==> src/rtl/path_encoder_if.sv <==
// Position-in / opcode-out bundle between the position tracker and path_encoder.
// Latency: none, wires only.
// Backpressure: pos_ready throttles positions, op_ready throttles opcodes.
interface path_encoder_if #(
    parameter int CNT_W = 8
);
    logic             start;
    logic [3:0]       start_x;
    logic [3:0]       start_y;
    logic             pos_valid;
    logic [3:0]       pos_x;
    logic [3:0]       pos_y;
    logic             pos_ready;
    logic             op_valid;
    logic [1:0]       op;
    logic             op_ready;
    logic             busy;
    logic             err;
    logic [CNT_W-1:0] move_count;

    // Producer/consumer side: drives positions and starts, takes opcodes.
    modport master (
        output start, start_x, start_y, pos_valid, pos_x, pos_y, op_ready,
        input  pos_ready, op_valid, op, busy, err, move_count
    );

    // Encoder side.
    modport slave (
        input  start, start_x, start_y, pos_valid, pos_x, pos_y, op_ready,
        output pos_ready, op_valid, op, busy, err, move_count
    );
endinterface

==> src/rtl/path_encoder.sv <==
// Small synchronous FIFO with flush; head data is 0 when empty.
// Latency: 1 cycle from push to head visible.
// Backpressure: push ignored when full, pop ignored when empty.
module path_encoder_fifo #(
    parameter int W     = 2,
    parameter int DEPTH = 4
) (
    input  logic                         clk,
    input  logic                         rst,
    input  logic                         i_flush,
    input  logic                         i_push,
    input  logic [W-1:0]                 i_push_dat,
    input  logic                         i_pop,
    output logic [W-1:0]                 o_head_dat,
    output logic [$clog2(DEPTH):0]       o_count,
    output logic                         o_full,
    output logic                         o_empty
);
    localparam int AW = $clog2(DEPTH);
    localparam int CW = AW + 1;

    logic [W-1:0]  r_mem [DEPTH];
    logic [AW-1:0] r_wptr;
    logic [AW-1:0] r_rptr;
    logic [CW-1:0] r_count;
    logic          w_push;
    logic          w_pop;

    assign o_full     = (r_count == CW'(DEPTH));
    assign o_empty    = (r_count == '0);
    assign o_count    = r_count;
    assign w_push     = i_push && !o_full;
    assign w_pop      = i_pop && !o_empty;
    assign o_head_dat = o_empty ? '0 : r_mem[r_rptr];

    // Storage array: written on push, never reset (occupancy tracks validity).
    always_ff @(posedge clk) begin
        if (w_push) begin
            r_mem[r_wptr] <= i_push_dat;
        end
    end

    // Pointers and occupancy; flush empties the queue like a reset.
    always_ff @(posedge clk) begin
        if (rst || i_flush) begin
            r_wptr  <= '0;
            r_rptr  <= '0;
            r_count <= '0;
        end else begin
            if (w_push) begin
                r_wptr <= r_wptr + AW'(1);
            end
            if (w_pop) begin
                r_rptr <= r_rptr + AW'(1);
            end
            r_count <= r_count + CW'(w_push) - CW'(w_pop);
        end
    end
endmodule

// Converts a stream of grid positions into 2-bit move opcodes, flags non-unit steps.
// Latency: accepted position -> opcode at FIFO head 1 cycle later when FIFO empty.
// Backpressure: pos_ready low while FIFO full (no same-cycle pop bypass), in start cycle, or outside TRACK.
module path_encoder #(
    parameter int DEPTH = 4,
    parameter int CNT_W = 8
) (
    input logic          clk,
    input logic          rst,
    path_encoder_if.slave bus
);
    typedef enum logic [1:0] {
        S_IDLE  = 2'd0,
        S_TRACK = 2'd1,
        S_ERROR = 2'd2
    } state_t;

    state_t             r_state;
    state_t             w_state_nxt;
    logic [3:0]         r_cx;
    logic [3:0]         r_cy;
    logic               r_err;
    logic [CNT_W-1:0]   r_cnt;

    logic [3:0]         w_dx;
    logic [3:0]         w_dy;
    logic               w_same;
    logic               w_legal;
    logic [1:0]         w_op;
    logic               w_pos_ready;
    logic               w_accept;
    logic               w_push;
    logic               w_bad;
    logic               w_full;
    logic               w_empty;
    logic [1:0]         w_head;
    logic [$clog2(DEPTH):0] w_fifo_count;

    // Differences are mod 16, so wrap steps (15->0, 0->15) classify as unit moves.
    assign w_dx = bus.pos_x - r_cx;
    assign w_dy = bus.pos_y - r_cy;

    // Classify the offered position against the current one.
    always_comb begin
        w_op    = 2'b00;
        w_legal = 1'b0;
        w_same  = (w_dx == 4'h0) && (w_dy == 4'h0);
        if (w_dx == 4'h0 && w_dy == 4'hF) begin
            w_op    = 2'b00;
            w_legal = 1'b1;
        end else if (w_dx == 4'h0 && w_dy == 4'h1) begin
            w_op    = 2'b11;
            w_legal = 1'b1;
        end else if (w_dx == 4'hF && w_dy == 4'h0) begin
            w_op    = 2'b10;
            w_legal = 1'b1;
        end else if (w_dx == 4'h1 && w_dy == 4'h0) begin
            w_op    = 2'b01;
            w_legal = 1'b1;
        end
    end

    assign w_pos_ready = (r_state == S_TRACK) && !bus.start && !w_full;
    assign w_accept    = bus.pos_valid && w_pos_ready;
    assign w_push      = w_accept && w_legal;
    assign w_bad       = w_accept && !w_legal && !w_same;

    path_encoder_fifo #(
        .W     (2),
        .DEPTH (DEPTH)
    ) u_fifo (
        .clk        (clk),
        .rst        (rst),
        .i_flush    (bus.start),
        .i_push     (w_push),
        .i_push_dat (w_op),
        .i_pop      (bus.op_ready),
        .o_head_dat (w_head),
        .o_count    (w_fifo_count),
        .o_full     (w_full),
        .o_empty    (w_empty)
    );

    assign bus.pos_ready  = w_pos_ready;
    assign bus.op_valid   = !w_empty;
    assign bus.op         = w_head;
    assign bus.busy       = (r_state == S_TRACK);
    assign bus.err        = r_err;
    assign bus.move_count = r_cnt;

    // State register.
    always_ff @(posedge clk) begin
        if (rst) begin
            r_state <= S_IDLE;
        end else begin
            r_state <= w_state_nxt;
        end
    end

    // Next state: start restarts from any state; a bad step parks in ERROR.
    always_comb begin
        w_state_nxt = r_state;
        if (bus.start) begin
            w_state_nxt = S_TRACK;
        end else if (w_bad) begin
            w_state_nxt = S_ERROR;
        end
    end

    // Current position, sticky error and saturating move counter.
    always_ff @(posedge clk) begin
        if (rst) begin
            r_cx  <= 4'h0;
            r_cy  <= 4'h0;
            r_err <= 1'b0;
            r_cnt <= '0;
        end else if (bus.start) begin
            r_cx  <= bus.start_x;
            r_cy  <= bus.start_y;
            r_err <= 1'b0;
            r_cnt <= '0;
        end else begin
            if (w_push) begin
                r_cx <= bus.pos_x;
                r_cy <= bus.pos_y;
                if (r_cnt != '1) begin
                    r_cnt <= r_cnt + CNT_W'(1);
                end
            end
            if (w_bad) begin
                r_err <= 1'b1;
            end
        end
    end

    logic w_unused;
    assign w_unused = ^w_fifo_count;
endmodule

==> src/flat_wrapper.sv <==
// flat-port wrapper written by rule: the top's interface ports become plain ports
module path_encoder_flat 
#(
    parameter int DEPTH = 4,
    parameter int CNT_W = 8
)
  (clk, rst, bus_start, bus_start_x, bus_start_y, bus_pos_valid, bus_pos_x, bus_pos_y, bus_op_ready, bus_pos_ready, bus_op_valid, bus_op, bus_busy, bus_err, bus_move_count);
  path_encoder_if #(.CNT_W(CNT_W)) bus_i ();
  input logic clk;
  input logic rst;
  input wire logic [$bits(bus_i.start)-1:0] bus_start;
  input wire logic [$bits(bus_i.start_x)-1:0] bus_start_x;
  input wire logic [$bits(bus_i.start_y)-1:0] bus_start_y;
  input wire logic [$bits(bus_i.pos_valid)-1:0] bus_pos_valid;
  input wire logic [$bits(bus_i.pos_x)-1:0] bus_pos_x;
  input wire logic [$bits(bus_i.pos_y)-1:0] bus_pos_y;
  input wire logic [$bits(bus_i.op_ready)-1:0] bus_op_ready;
  output wire logic [$bits(bus_i.pos_ready)-1:0] bus_pos_ready;
  output wire logic [$bits(bus_i.op_valid)-1:0] bus_op_valid;
  output wire logic [$bits(bus_i.op)-1:0] bus_op;
  output wire logic [$bits(bus_i.busy)-1:0] bus_busy;
  output wire logic [$bits(bus_i.err)-1:0] bus_err;
  output wire logic [$bits(bus_i.move_count)-1:0] bus_move_count;
  assign bus_i.start = bus_start;
  assign bus_i.start_x = bus_start_x;
  assign bus_i.start_y = bus_start_y;
  assign bus_i.pos_valid = bus_pos_valid;
  assign bus_i.pos_x = bus_pos_x;
  assign bus_i.pos_y = bus_pos_y;
  assign bus_i.op_ready = bus_op_ready;
  assign bus_pos_ready = bus_i.pos_ready;
  assign bus_op_valid = bus_i.op_valid;
  assign bus_op = bus_i.op;
  assign bus_busy = bus_i.busy;
  assign bus_err = bus_i.err;
  assign bus_move_count = bus_i.move_count;
  path_encoder #(.DEPTH(DEPTH), .CNT_W(CNT_W)) u_core (.clk(clk), .rst(rst), .bus(bus_i));
endmodule
==> config.mk <==
export PLATFORM = sky130hd
export DESIGN_NAME = path_encoder_flat
export DESIGN_NICKNAME = d
export VERILOG_FILES = /design/src/rtl/path_encoder_if.sv /design/src/rtl/path_encoder.sv /design/src/flat_wrapper.sv
export SDC_FILE = /design/constraint.sdc
export NUM_CORES = 1
export LEC_CHECK = 0
export CAP_MARGIN = 25
export CORE_MARGIN = 2
export CORE_UTILIZATION = 50
export DETAILED_ROUTE_END_ITERATION = 10
export DONT_BUFFER_PORTS = 1
export PLACE_DENSITY = 0.77
export SLEW_MARGIN = 20
export SYNTH_ARGS = -nofsm -noshare
export SYNTH_HDL_FRONTEND = slang
export SYNTH_HIERARCHICAL = 1
export SYNTH_SLANG_ARGS = --single-unit
==> constraint.sdc <==
create_clock -name clk -period 6.1 [get_ports clk]
set_clock_uncertainty 0.05 [all_clocks]
set_input_delay 0.305 -clock clk [delete_from_list [all_inputs] [get_ports clk]]
set_output_delay 0.305 -clock clk [all_outputs]
set_load 0.005 [all_outputs]
== Word-level counts from Yosys, hierarchy flattened ==
Memory sizes are Yosys's and may differ from the RTL's. A register that Yosys moved wholly into a read port is not among the register bits.
Index checks and enable logic that the tools add are counted.

* Memories: 1
* RAM bits: 8
* Register bits after elaboration: 25
* Output and inout bits: 14

{| class="wikitable"
|+ Memories
! memory !! words !! bits a word !! read ports !! clocked after Yosys merged registers in !! wr ports !! RTL line !! source
|-
| u_core.u_fifo.r_mem || 4 || 2 || 1 || 1 || 1 || path_encoder.sv:22 || <nowiki>logic [W-1:0] r_mem [DEPTH];</nowiki>
|}

* Muxes and demuxes: 19
* Equality and inequality tests: 7
* Reductions and logical operators: 26
* $add $sub $neg: 7

{| class="wikitable"
|+ Operators by type and width
! operator !! count
|-
| $mux 4 || 4
|-
| $logic_and 1x1->1 || 13
|-
| $mux 2 || 6
|-
| $mux 1 || 9
|-
| $add 8x1->8 const B || 1
|-
| $eq 4x1->1 const B || 2
|-
| $eq 4x4->1 const B || 2
|-
| $logic_not 4->1 || 2
|-
| $ne 8x8->1 const B || 1
|-
| $sub 4x4->4 || 2
|-
| $logic_not 1->1 || 5
|-
| $add 2x1->2 const B || 2
|-
| $reduce_bool 2->1 || 2
|-
| $add 3x1->3 || 1
|-
| $eq 3x3->1 const B || 1
|-
| $logic_not 3->1 || 1
|-
| $sub 3x1->3 || 1
|-
| $eq 2x1->1 const B || 1
|-
| $reduce_and 2->1 || 1
|-
| $reduce_or 2->1 || 1
|-
| $logic_or 1x1->1 || 1
|}

== Logic depth before layout (Yosys ltp) ==
Gate-level depths: netlist of run 1.

* Depth in word-level cells: 12
* Mapped depth: 17

== By module ==
Netlist of run 1, hierarchy kept.

{| class="wikitable"
|+ By module, submodules not included
! module !! cells an instance !! area each (um2) !! seq. area each (um2) !! instances
|-
| path_encoder || 162 || 1377.6 || 360.3 || 1
|-
| path_encoder_fifo || 62 || 782.0 || 420.4 || 1
|}

== Worst setup path after synthesis of run 1 ==
OpenSTA, ideal clock, no wires.

* Path type: input to register
* Start: in bus_pos_x[0]
* End: reg u_core.u_fifo.r_count[1], in the netlist u_core/u_fifo/o_count[1]
* Data required time: 5.935 ns
* Path slack: 3.067 ns
* Stages: 14
* Arrival time: 2.868 ns
* Cells stage by stage: inv_1 -> ha_1 -> inv_1 -> fa_1 -> xor2_1 -> nand4b_1 -> nor3_2 -> o21a_1 -> nor2_1 -> nor2_1 -> and2_4 -> ha_1 -> fa_1 -> and2_1

* Word-level cells in the longest chain between the ends: 11
* Elaborated cells between the ends (all ways): 16
* Those cells by class: 3 x add/sub; 2 x eq/ne; 4 x mux; 7 x reduce/logical

{| class="wikitable"
|+ Ends and longest elaborated chain
! item !! RTL line !! source
|-
| from (decl) || flat_wrapper.sv:15 || <nowiki>input wire logic [$bits(bus_i.pos_x)-1:0] bus_pos_x;</nowiki>
|-
| $sub 4x4->4 (*) || path_encoder.sv:100 || <nowiki>assign w_dx = bus.pos_x - r_cx;</nowiki>
|-
| $eq 4x1->1 || path_encoder.sv:117 || <nowiki>end else if (w_dx == 4'h1 && w_dy == 4'h0) begin</nowiki>
|-
| $logic_and 1x1->1 || path_encoder.sv:117 ||
|-
| $mux 1 || path_encoder.sv:117 ||
|-
| $mux 1 || path_encoder.sv:114 || <nowiki>end else if (w_dx == 4'hF && w_dy == 4'h0) begin</nowiki>
|-
| $mux 1 || path_encoder.sv:111 || <nowiki>end else if (w_dx == 4'h0 && w_dy == 4'h1) begin</nowiki>
|-
| $mux 1 (*) || path_encoder.sv:108 || <nowiki>if (w_dx == 4'h0 && w_dy == 4'hF) begin</nowiki>
|-
| $logic_and 1x1->1 (*) || path_encoder.sv:125 || <nowiki>assign w_push = w_accept && w_legal;</nowiki>
|-
| named net u_core.w_push || path_encoder.sv:92 || <nowiki>logic w_push;</nowiki>
|-
| $logic_and 1x1->1 (*) || path_encoder.sv:32 || <nowiki>assign w_push = i_push && !o_full;</nowiki>
|-
| named net u_core.u_fifo.w_push || path_encoder.sv:26 || <nowiki>logic w_push;</nowiki>
|-
| $add 3x1->3 (*) || path_encoder.sv:56 || <nowiki>r_count <= r_count + CW'(w_push) - CW'(w_pop);</nowiki>
|-
| $sub 3x1->3 (*) || path_encoder.sv:56 ||
|-
| to (signal assigned) || path_encoder.sv:56 ||
|-
| to (decl) || path_encoder.sv:25 || <nowiki>logic [CW-1:0] r_count;</nowiki>
|}

The timed path passes the listed nets; every way through them passes the cells marked *.
A chain may end at the register's enable or synchronous reset.

== Final worst setup path of run 1 ==
* Start: reg u_core.r_cx[0]
* End: reg u_core.u_fifo.r_count[1], in the netlist u_core/u_fifo/o_count[1]

* Word-level cells in the longest chain between the ends: 11
* Elaborated cells between the ends (all ways): 16
* Those cells by class: 3 x add/sub; 2 x eq/ne; 4 x mux; 7 x reduce/logical

{| class="wikitable"
|+ Ends and longest elaborated chain
! item !! RTL line !! source
|-
| from (decl) || path_encoder.sv:80 || <nowiki>logic [3:0] r_cx;</nowiki>
|-
| from (signal assigned) || path_encoder.sv:178 || <nowiki>r_cx <= bus.start_x;</nowiki>
|-
| from (signal assigned) || path_encoder.sv:184 || <nowiki>r_cx <= bus.pos_x;</nowiki>
|-
| $sub 4x4->4 (*) || path_encoder.sv:100 ||
|-
| $eq 4x1->1 || path_encoder.sv:117 ||
|-
| $logic_and 1x1->1 || path_encoder.sv:117 ||
|-
| $mux 1 || path_encoder.sv:117 ||
|-
| $mux 1 || path_encoder.sv:114 ||
|-
| $mux 1 || path_encoder.sv:111 ||
|-
| $mux 1 (*) || path_encoder.sv:108 ||
|-
| $logic_and 1x1->1 (*) || path_encoder.sv:125 ||
|-
| named net u_core.w_push || path_encoder.sv:92 ||
|-
| $logic_and 1x1->1 (*) || path_encoder.sv:32 ||
|-
| named net u_core.u_fifo.w_push || path_encoder.sv:26 ||
|-
| $add 3x1->3 (*) || path_encoder.sv:56 ||
|-
| $sub 3x1->3 (*) || path_encoder.sv:56 ||
|}

Marked as above.

==> results.sh, run 1 <==
export IMPL_first_pass_iters=4
export IMPL_grt_overflow=0
export IMPL_cts_resized=0
export IMPL_io_buffers=0
export IMPL_p_leak_nw=0.858
export IMPL_synth_edf_count=8
export IMPL_pwr_density_cell_mw_per_mm2=235
export IMPL_cp_start_kind="flip-flop"
export IMPL_final_cell_mix="dfxtp_1, inv_1, nand2_1"
export IMPL_drt_wl_total_microns=4410
export IMPL_worstPathRequired_ns=6.23
export IMPL_r2r_worst_path_cells=13
export IMPL_routed_via_count=1666
export IMPL_post_cts_buffers=0
export IMPL_cp_startpoint="u_core/r_cx[0]"
export IMPL_max_slew_margin_pct=56.7
export IMPL_num_rows=23
export IMPL_cp_depth=13
export IMPL_synth_distinct_cells=55
export IMPL_ioPinCount=35
export IMPL_r2r_end="u_core/u_fifo/o_count[1]"
export IMPL_core_sq_mm=0.00409
export IMPL_period_needed_ns=3.31
export IMPL_hpwl_microns=3230
export IMPL_cp_cell_sequence="ha_1 > inv_1 > fa_1 > xor2_1 > nand4b_1 > nor3_2 > o21a_1 > nor2_1 > nor2_1 > and2_4 > ha_1 > fa_1 > and2_1"
export IMPL_floorplan_initialDensity_pct=52.8
export IMPL_drt_iter0_drc=96
export IMPL_fin_crit_sh_pct=54.3
export IMPL_grt_pass1_wl_microns=7520
export IMPL_place_congestion=0.796
export IMPL_grt_use_met2_pct=30.1
export IMPL_crit_path_end_kind="flip-flop"
export IMPL_status="complete, no violations"
export IMPL_synthArstFlopShare_pct=0
export IMPL_rsz0062_at_grt="no"
export IMPL_maxSlewViolCount=0
export IMPL_wl_per_cell_microns=16.1
export IMPL_instances_no_fill=274
export IMPL_ys_seq_area_share_pct=36.2
export IMPL_cp_slowest_stage_delay_ns=0.40
export IMPL_syn_cell_area_sq_mm=0.00216
export IMPL_grt_max_degree=19
export IMPL_antenna_found_initial=0
export IMPL_clock_latency_ns=0.28
export IMPL_die_h_microns=69.7
export IMPL_crit_family="simple AND/OR/NAND/NOR gates"
export IMPL_cts_made_buffers=5
export IMPL_gr_usage_met3_pct=5.52
export IMPL_top_usage_layer="met2"
export IMPL_drc=0
export IMPL_syn_nets=261
export IMPL_postCtsHoldBufs=0
export IMPL_min_path_cells=1
export IMPL_final_area_sq_mm=0.00231
export IMPL_r2r_start="u_core/r_cx[0]"
export IMPL_layout_commonest_cell="dfxtp_1"
export IMPL_die_area_sq_mm=0.00486
export IMPL_clk_pin_slew_ns=0.07
export IMPL_cts_tree="done"
export IMPL_path_buf_inv=1
export IMPL_postSynthAreaPerCell_sq_um=9.64
export IMPL_min_to="u_core/r_cy[3]"
export IMPL_setup_tns_final_ns=0
export IMPL_grt_pass1_vias=1606
export IMPL_irDropWorstVdd_uv=179
export IMPL_ant_nets=0
export IMPL_cts_max_level=2
export IMPL_place_area_sq_mm=0.00218
export IMPL_clock_root_buffer="clkbuf_8"
export IMPL_tightest_slew_ns=0.648
export IMPL_ys_seq_elements=35
export IMPL_hold_violations=0
export IMPL_reg2reg_slack_ns=2.79
export IMPL_critPathKind="flip-flop to flip-flop"
export IMPL_drive_above_1_share_pct=10.3
export IMPL_synth_ff_type="dfxtp_1"
export IMPL_min_delay_start="rst"
export IMPL_nets=260
export IMPL_ctsLongestPathBuffers=2
export IMPL_worstPathMaxFanout=8
export IMPL_syn_inst=224
export IMPL_yosys_warnings=6
export IMPL_maxCapViolCount=0
export IMPL_num_antenna_cells=0
export IMPL_cp_slowest_cell="fa_1"
export IMPL_clock_sinks=35
export IMPL_hp_class="input port to flip-flop"
export IMPL_die_w_microns=69.7
export IMPL_cp_arrival_ns=3.44
export IMPL_setup_viol=0
export IMPL_dpl_cell_count=266
export IMPL_fmax_mhz=302
export IMPL_area_growth_synth_to_final_pct=7.01
export IMPL_grt_use_met1_pct=26.3
export IMPL_grt_usage_pct=19.1
export IMPL_via_per_inst=6.08
cells by family after synthesis:
group                      after synthesis  synth area share (%)
AOI/OAI and AO/OA                       50                  17.6
xor gates and xnor gates                 8                  3.24
adders and majority gates               16                  10.3
buffers and inverters                   28                  5.50
DFF                                     35                  36.2
muxes                                    5                  3.48
and+or+nand+nor                         82                  23.7
flip-flops by register name, indices dropped and copies added (netlist names), 2 cells and up, named ones only:
name                   cells
u_core/bus.move_count      8
u_core/r_cx                4
u_core/r_cy                4
u_core/u_fifo/o_count      3
u_core/u_fifo/r_mem        8
u_core/u_fifo/r_rptr       2
u_core/u_fifo/r_wptr       2
through the flow:
step | utilization (%) | hold WS (ns) | total power (W) | setup slack [ns]
floorplan | - | 0.332 | 0.000295 | 3.07
global placement | 53.3 | 0.330 | 0.000301 | 2.87
detailed placement | 53.3 | 0.335 | 0.000302 | 2.79
CTS | 56.6 | 0.0262 | 0.000547 | 2.81
global route | 56.6 | 0.0225 | 0.000566 | 2.43
finish | 56.6 | 0.0361 | 0.000542 | 2.79
synthesized netlist by cell type, drive strengths merged (4+ instances only):
library cell | n | share of area [%]
xor2 | 6 | 2.4
nor2 | 12 | 2.1
o21ai | 5 | 1.2
and3 | 7 | 2.0
a31oi | 4 | 1.2
a211oi | 8 | 2.8
a21oi | 10 | 2.3
nand4 | 6 | 1.7
nor3 | 4 | 1.2
buf | 5 | 1.5
ha | 13 | 7.5
nand3 | 9 | 2.7
dfxtp | 27 | 25
nor4 | 5 | 2.1
o211ai | 9 | 4.0
edfxtp | 8 | 11
inv | 20 | 3.5
and2 | 6 | 1.9
nand2 | 15 | 2.6
final cells by class:
cell class,count,area [sq um]
Tap cell,50,62.6
Fill cell,383,1780
Sequential cell,35,781
Inverter,20,75.1
Multi-Input combinational cell,161,1260
Clock inverter,2,60.1
Clock buffer,6,72.6
worst max-delay path by stage:
| stage | endpoint | slack [ns] |
|---|---|---|
| after floorplan | u_core/u_fifo/o_count[1] | 3.07 |
| after global placement | u_core/u_fifo/o_count[1] | 2.87 |
| after detailed placement | u_core/u_fifo/o_count[1] | 2.79 |
| after CTS | u_core/u_fifo/o_count[1] | 2.81 |
| after global routing | u_core/u_fifo/o_count[2] | 2.43 |
| final | u_core/u_fifo/o_count[1] | 2.79 |
report_power, final:
part	internal (W)	leakage (nW)	switching [W]
Combinational	0.0000220	0.508	0.0000326
Sequential	0.000240	0.285	0.00000251
Clock	0.000163	0.0654	0.0000814
Total	0.000426	0.858	0.000117
worst register-to-register path: stages, from the launching register on:
cell	delay [ns]
dfxtp_1	0.33
ha_1	0.16
inv_1	0.05
fa_1	0.37
xor2_1	0.20
nand4b_1	0.13
nor3_2	0.35
o21a_1	0.35
nor2_1	0.07
nor2_1	0.23
and2_4	0.21
ha_1	0.16
fa_1	0.40
and2_1	0.14
layer usage:
metal  share of wire, %  up-vias
li1                   -      826
met1                 47      788
met2                 46       50
met3                5.9        2
met4               0.45        0
met5                  0        -
Note: power is estimated with default switching activity, not from simulation.
==> run 2: changes to the inputs <==
- clock period: 6.1 -> 3.19 ns (I/O delays scaled with it)
==> run 2 against run 1 <==
  * Maximum frequency rose by 11%
  * Global-route usage fell by 0.17 points
  * Core utilization rose by 3.0 points
  * Critical path depth rose by 1
  * Via count rose by 2.9%
  * Largest cell class unchanged
  * Worst setup slack got worse by 2.6 ns
  * Die area did not move
  * Sequential power rose by 91%
  * Sequential share of layout area fell by 1.7 points
==> results.sh, run 2 (same netlist as run 1, synthesis figures left out) <==
export IMPL_status="complete, no violations"
export IMPL_multi_input_area_sq_mm=0.00128
export IMPL_drc=0
export IMPL_worstPathRequired_ns=3.29
export IMPL_worstPathMaxFanout=4
export IMPL_cts_tree="done"
export IMPL_p_leak_nw=0.918
export IMPL_path_buf_inv=1
export IMPL_first_pass_iters=4
export IMPL_io_buffers=0
export IMPL_period_needed_ns=2.99
export IMPL_layout_commonest_cell="dfxtp_1"
export IMPL_die_h_microns=69.7
export IMPL_fin_crit_sh_pct=93.7
export IMPL_cp_slowest_cell="fa_1"
export IMPL_clock_sinks=35
export IMPL_maxSlewViolCount=0
export IMPL_critPathKind="flip-flop to flip-flop"
export IMPL_nets=276
export IMPL_drt_wl_total_microns=4590
export IMPL_hp_class="input port to flip-flop"
export IMPL_rsz0062_at_grt="no"
export IMPL_antenna_found_initial=0
export IMPL_dpl_cell_count=272
export IMPL_setup_viol=0
export IMPL_cp_arrival_ns=3.09
export IMPL_via_per_inst=5.91
export IMPL_core_sq_mm=0.00409
export IMPL_num_rows=23
export IMPL_area_growth_synth_to_final_pct=12.6
export IMPL_fmax_mhz=335
export IMPL_grt_usage_pct=19.0
export IMPL_clock_latency_ns=0.28
export IMPL_cts_max_level=2
export IMPL_drt_iter0_drc=112
export IMPL_setup_tns_final_ns=0
export IMPL_maxCapViolCount=0
export IMPL_grt_overflow=0
export IMPL_instances_no_fill=290
export IMPL_wl_per_cell_microns=15.8
export IMPL_die_w_microns=69.7
export IMPL_pwr_density_cell_mw_per_mm2=374
export IMPL_ctsLongestPathBuffers=2
export IMPL_routed_via_count=1715
export IMPL_die_area_sq_mm=0.00486
export IMPL_grt_pass1_vias=1571
export IMPL_tightest_slew_ns=0.553
export IMPL_crit_path_end_kind="flip-flop"
export IMPL_irDropWorstVdd_uv=210
export IMPL_grt_pass1_wl_microns=7500
export IMPL_final_util_pct=59.5
export IMPL_grt_max_degree=15
export IMPL_hold_violations=0
export IMPL_num_antenna_cells=0
export IMPL_final_area_sq_mm=0.00243
export IMPL_cp_start_kind="flip-flop"
export IMPL_drive_above_1_share_pct=13.8
export IMPL_ant_nets=0
export IMPL_cp_slowest_stage_delay_ns=0.40
export IMPL_regArea_sq_um=781
export IMPL_place_area_sq_mm=0.00222
export IMPL_fill_cells=340
export IMPL_final_cell_mix="dfxtp_1, inv_1, nand2_1"
export IMPL_clock_root_buffer="clkbuf_8"
export IMPL_crit_family="adder cells"
export IMPL_max_slew_margin_pct=63.0
export IMPL_floorplan_initialDensity_pct=52.8
export IMPL_place_congestion=0.798
export IMPL_clk_pin_slew_ns=0.08
export IMPL_cp_cell_sequence="inv_1 > ha_1 > a21oi_1 > a21oi_1 > o211a_1 > o21a_1 > nor2_1 > nor2_1 > and2_4 > ha_1 > fa_1 > xnor2_2 > xnor2_1 > nor3_1"
export IMPL_hpwl_microns=3260
export IMPL_ioPinCount=35
export IMPL_cts_made_buffers=5
export IMPL_post_cts_buffers=0
-- run 2: cell count changes in the layout (fill, tap and decap cells not counted), moves of 2 or more --
cell           before  now
bufinv_16           2    0
dlygate4sd3_1       0   10
buf_4               0    6
clkinvlp_4          0    2
-- run 2: metrics by stage --
| stage | power (W) | hold WS (ns) | worst slack [ns] |
|---|---|---|---|
| after floorplan | 0.000565 | 0.186 | 0.189 |
| after global placement | 0.000579 | 0.184 | 0.268 |
| after detailed placement | 0.000581 | 0.188 | 0.218 |
| after CTS | 0.000911 | 0.00119 | 0.179 |
| after global routing | 0.000946 | 0.00265 | 0.00986 |
| final | 0.000909 | 0.0109 | 0.202 |
-- run 2: cell type report --
| cell class | instances | area share (%) |
|---|---|---|
| multi-input cells | 161 | 52.6 |
| flip-flops and latches | 35 | 32.1 |
| repair buffers | 16 | 5.97 |
| inverters | 20 | 3.09 |
| clock buffers | 5 | 2.83 |
| well taps | 50 | 2.57 |
| clock inverters | 3 | 0.823 |
-- run 2: worst paths after layout --
kind | from | endpoint | slack (ns) | cells after the start
worst min register to register | u_core/u_fifo/r_rptr[0] | u_core/u_fifo/r_rptr[0] | 0.45 | 2
worst max register to register | u_core/r_cx[2] | u_core/u_fifo/o_count[2] | 0.20 | 14
worst max-delay path | u_core/r_cx[2] | u_core/u_fifo/o_count[2] | 0.20 | 14
worst min-delay path | rst | u_core/r_state[0] | 0.01 | 2
-- run 2: metal layers --
layer | track usage [%] | wire length [microns]
met1 | 25.8 | 2110
met2 | 30.4 | 2200
met3 | 4.22 | 234
met4 | 5.13 | 44
met5 | 0 | 0
-- run 2: power by group --
group / switching [W] / internal (W)
logic: 0.0000697 / 0.0000543
clock network: 0.000169 / 0.000152
registers: 0.00000466 / 0.000459
-- run 2: timing repair --
item / CTS / global route
setup endpoints to repair: 0 / 2
gates resized for setup: 0 / 3
hold endpoints to repair: 12 / 0
hold buffers: 10 / 0
==> run 3: changes to the inputs <==
- ABC_AREA: unset -> 1
- clock period: 3.19 -> 3.4 ns (I/O delays scaled with it)
==> run 3 against run 2 <==
  * Critical path type unchanged
  * Largest power group is now clock
  * Design area shrank 1.5%
  * Maximum frequency shrank 1.8%
  * Power grew 7.0%
  * Combinational power shrank 20%
  * Sequential power shrank 6.3%
==> results.sh, run 3 <==
export IMPL_status="complete, no violations"
export IMPL_core_sq_mm=0.00429
export IMPL_p_leak_nw=1.07
export IMPL_synth_distinct_cells=27
export IMPL_post_cts_buffers=0
export IMPL_ys_seq_area_share_pct=35.8
export IMPL_io_buffers=0
export IMPL_yosysTopAreaCellShare_pct=24.8
export IMPL_clock_sinks=35
export IMPL_drive_above_1_share_pct=10.4
export IMPL_reg2reg_slack_ns=0.36
export IMPL_floorplan_initialDensity_pct=50.8
export IMPL_nets=344
export IMPL_r2r_end="u_core/u_fifo/o_count[1]"
export IMPL_hold_violations=0
export IMPL_critPathKind="flip-flop to flip-flop"
export IMPL_first_pass_iters=4
export IMPL_maxCapViolCount=0
export IMPL_period_needed_ns=3.04
export IMPL_switching_share_pct=21.7
export IMPL_hpwl_microns=3080
export IMPL_grt_max_degree=18
export IMPL_switchingPower_w=0.000211
export IMPL_ioPinCount=35
export IMPL_worstPathRequired_ns=3.54
export IMPL_worst_slack_ns=0.358
export IMPL_final_cell_mix="nand2_1, inv_1, nor2_1"
export IMPL_ys_seq_elements=35
export IMPL_pwr_share_clk_pct=45.1
export IMPL_tightest_slew_ns=0.475
export IMPL_grt_overflow=0
export IMPL_num_rows=24
export IMPL_maxSlewViolCount=0
export IMPL_r2r_worst_path_cells=16
export IMPL_postSynthAreaPerCell_sq_um=7.23
export IMPL_cts_max_level=2
export IMPL_synth_common_cells="nand2_1, inv_1, nor2_1"
export IMPL_cp_arrival_ns=3.18
export IMPL_max_slew_margin_pct=68.1
export IMPL_grt_pass1_vias=1686
export IMPL_drt_wl_total_microns=4010
export IMPL_synthArstFlopShare_pct=0
export IMPL_layout_commonest_cell="nand2_1"
export IMPL_p_int_w=0.000762
export IMPL_instances_no_fill=360
export IMPL_pre_cts_slack_ns=0.313
export IMPL_die_h_microns=70.1
export IMPL_yosys_cell_count_top_type="nand2_1"
export IMPL_cts_tree="done"
export IMPL_clk_pin_slew_ns=0.07
export IMPL_antenna_found_initial=0
export IMPL_r2r_start="u_core/r_cy[0]"
export IMPL_area_growth_synth_to_final_pct=9.68
export IMPL_setup_tns_final_ns=0
export IMPL_synth_edf_count=8
export IMPL_clock_latency_ns=0.29
export IMPL_worstPathMaxFanout=10
export IMPL_synth_area_top_cells="dfxtp_1, edfxtp_1, nand2_1"
export IMPL_die_w_microns=70.1
export IMPL_cp_start_kind="flip-flop"
export IMPL_dpl_cell_count=350
export IMPL_hp_class="input port to flip-flop"
export IMPL_fin_crit_sh_pct=89.5
export IMPL_endpoint="u_core/u_fifo/o_count[1]"
export IMPL_place_congestion=0.851
export IMPL_syn_inst=302
export IMPL_wl_per_cell_microns=11.1
export IMPL_pwr_density_cell_mw_per_mm2=406
export IMPL_rsz0062_at_grt="no"
export IMPL_die_area_sq_mm=0.00491
export IMPL_syn_nets=339
export IMPL_grt_pass1_wl_microns=7090
export IMPL_yosys_warnings=6
export IMPL_fmax_mhz=329
export IMPL_cts_made_buffers=5
export IMPL_routed_via_count=1779
export IMPL_grt_usage_pct=18.3
export IMPL_ctsLongestPathBuffers=2
export IMPL_cp_startpoint="u_core/r_cy[0]"
export IMPL_ant_nets=0
export IMPL_irDropWorstVdd_uv=220
export IMPL_via_per_inst=4.94
export IMPL_drc=0
export IMPL_synth_ff_type="dfxtp_1"
export IMPL_syn_cell_area_sq_mm=0.00218
export IMPL_clock_root_buffer="clkbuf_8"
export IMPL_drt_iter0_drc=87
export IMPL_crit_path_end_kind="flip-flop"
export IMPL_num_antenna_cells=0
export IMPL_seq_power_share_pct=44.7
export IMPL_synth_top_area_cell="dfxtp_1"
export IMPL_combPwrFrac_pct=10.2
export IMPL_setup_viol=0
[run 3: cell count changes in the layout (fill, tap and decap cells not counted), sizes merged, moves of 9 or more]
| cell | delta |
|---|---|
| o211ai | -9 |
| nor2 | +25 |
| nand3 | +24 |
| inv | +37 |
| nand2 | +58 |
| a21oi | +13 |
[run 3: per-layer routing]
layer / GRT usage (%) / wire length [microns] / up-vias
met4: 8.55 / 58 / 0
met2: 31.4 / 1990 / 34
met1: 21.5 / 1800 / 788
met3: 4.18 / 159 / 6
met5: 0 / 0 / -
li1: - / - / 951
[run 3: final cells by class]
class | count | area (sq um)
Tap cell | 52 | 65.1
Clock buffer | 6 | 72.6
Inverter | 58 | 219
Timing Repair Buffer | 2 | 20.0
Fill cell | 412 | 1900
Clock inverter | 2 | 60.1
Multi-Input combinational cell | 205 | 1180
Sequential cell | 35 | 781
[run 3: what timing repair did]
item                                    in CTS  in global routing
gates resized for setup                      0                  2
endpoints found under the hold margin       10                  0
hold buffers                                 2                  0
endpoints found under the setup margin       0                  2
[run 3: worst min-delay path by stage]
| stage | start | end | slack (ns) | cells after the start |
|---|---|---|---|---|
| final | rst | u_core/bus.move_count[1] | 0.04 | 3 |
| after global routing | rst | u_core/bus.err | 0.05 | 2 |
| after CTS | rst | u_core/bus.move_count[1] | 0.03 | 3 |
| after detailed placement | rst | u_core/r_cx[3] | 0.19 | 1 |
| after global placement | rst | u_core/r_cx[3] | 0.18 | 1 |
| after floorplan | bus_op_ready | flip-flop | 0.28 | 2 |
[run 3: worst max-delay path: stages (launching register included)]
cell	delay [ns]
dfxtp_1	0.31
ha_1	0.20
fa_1	0.46
or2_2	0.29
nor2_1	0.11
nand3_1	0.08
nor2_1	0.13
nor2_2	0.07
nand2_4	0.15
nand2_8	0.10
inv_1	0.14
nand2_2	0.10
inv_1	0.07
ha_1	0.17
fa_1	0.42
inv_1	0.06
nor2_1	0.04
[run 3: cells by family after synthesis]
family                     after synthesis  synth area share, %
and+or+nand+nor                        151                 32.7
DFF                                     35                 35.8
adders and majority gates               16                 10.2
buffers and inverters                   62                 10.8
AOI/OAI and AO/OA                       31                 7.74
xor gates and xnor gates                 7                 2.81
[run 3: power groups by stage]
stage               registers [W]  clock network [W]  logic (W)
floorplan                0.000443                  0  0.0000836
finish                   0.000435           0.000438  0.0000996
global placement         0.000444                  0  0.0000909
detailed placement       0.000444                  0  0.0000941
CTS                      0.000435           0.000448  0.0000981
global route             0.000435           0.000464   0.000115
[run 3: per-stage QoR]
step / hold slack, ns / util [%] / cell area [sq um] / total power, W
finish: 0.0398 / 55.8 / 2390 / 0.000972
global route: 0.0544 / 55.8 / 2390 / 0.00101
CTS: 0.0340 / 55.5 / 2380 / 0.000981
detailed placement: 0.187 / 52.0 / 2230 / 0.000538
global placement: 0.185 / 52.0 / 2230 / 0.000535
floorplan: 0.276 / - / 2180 / 0.000527
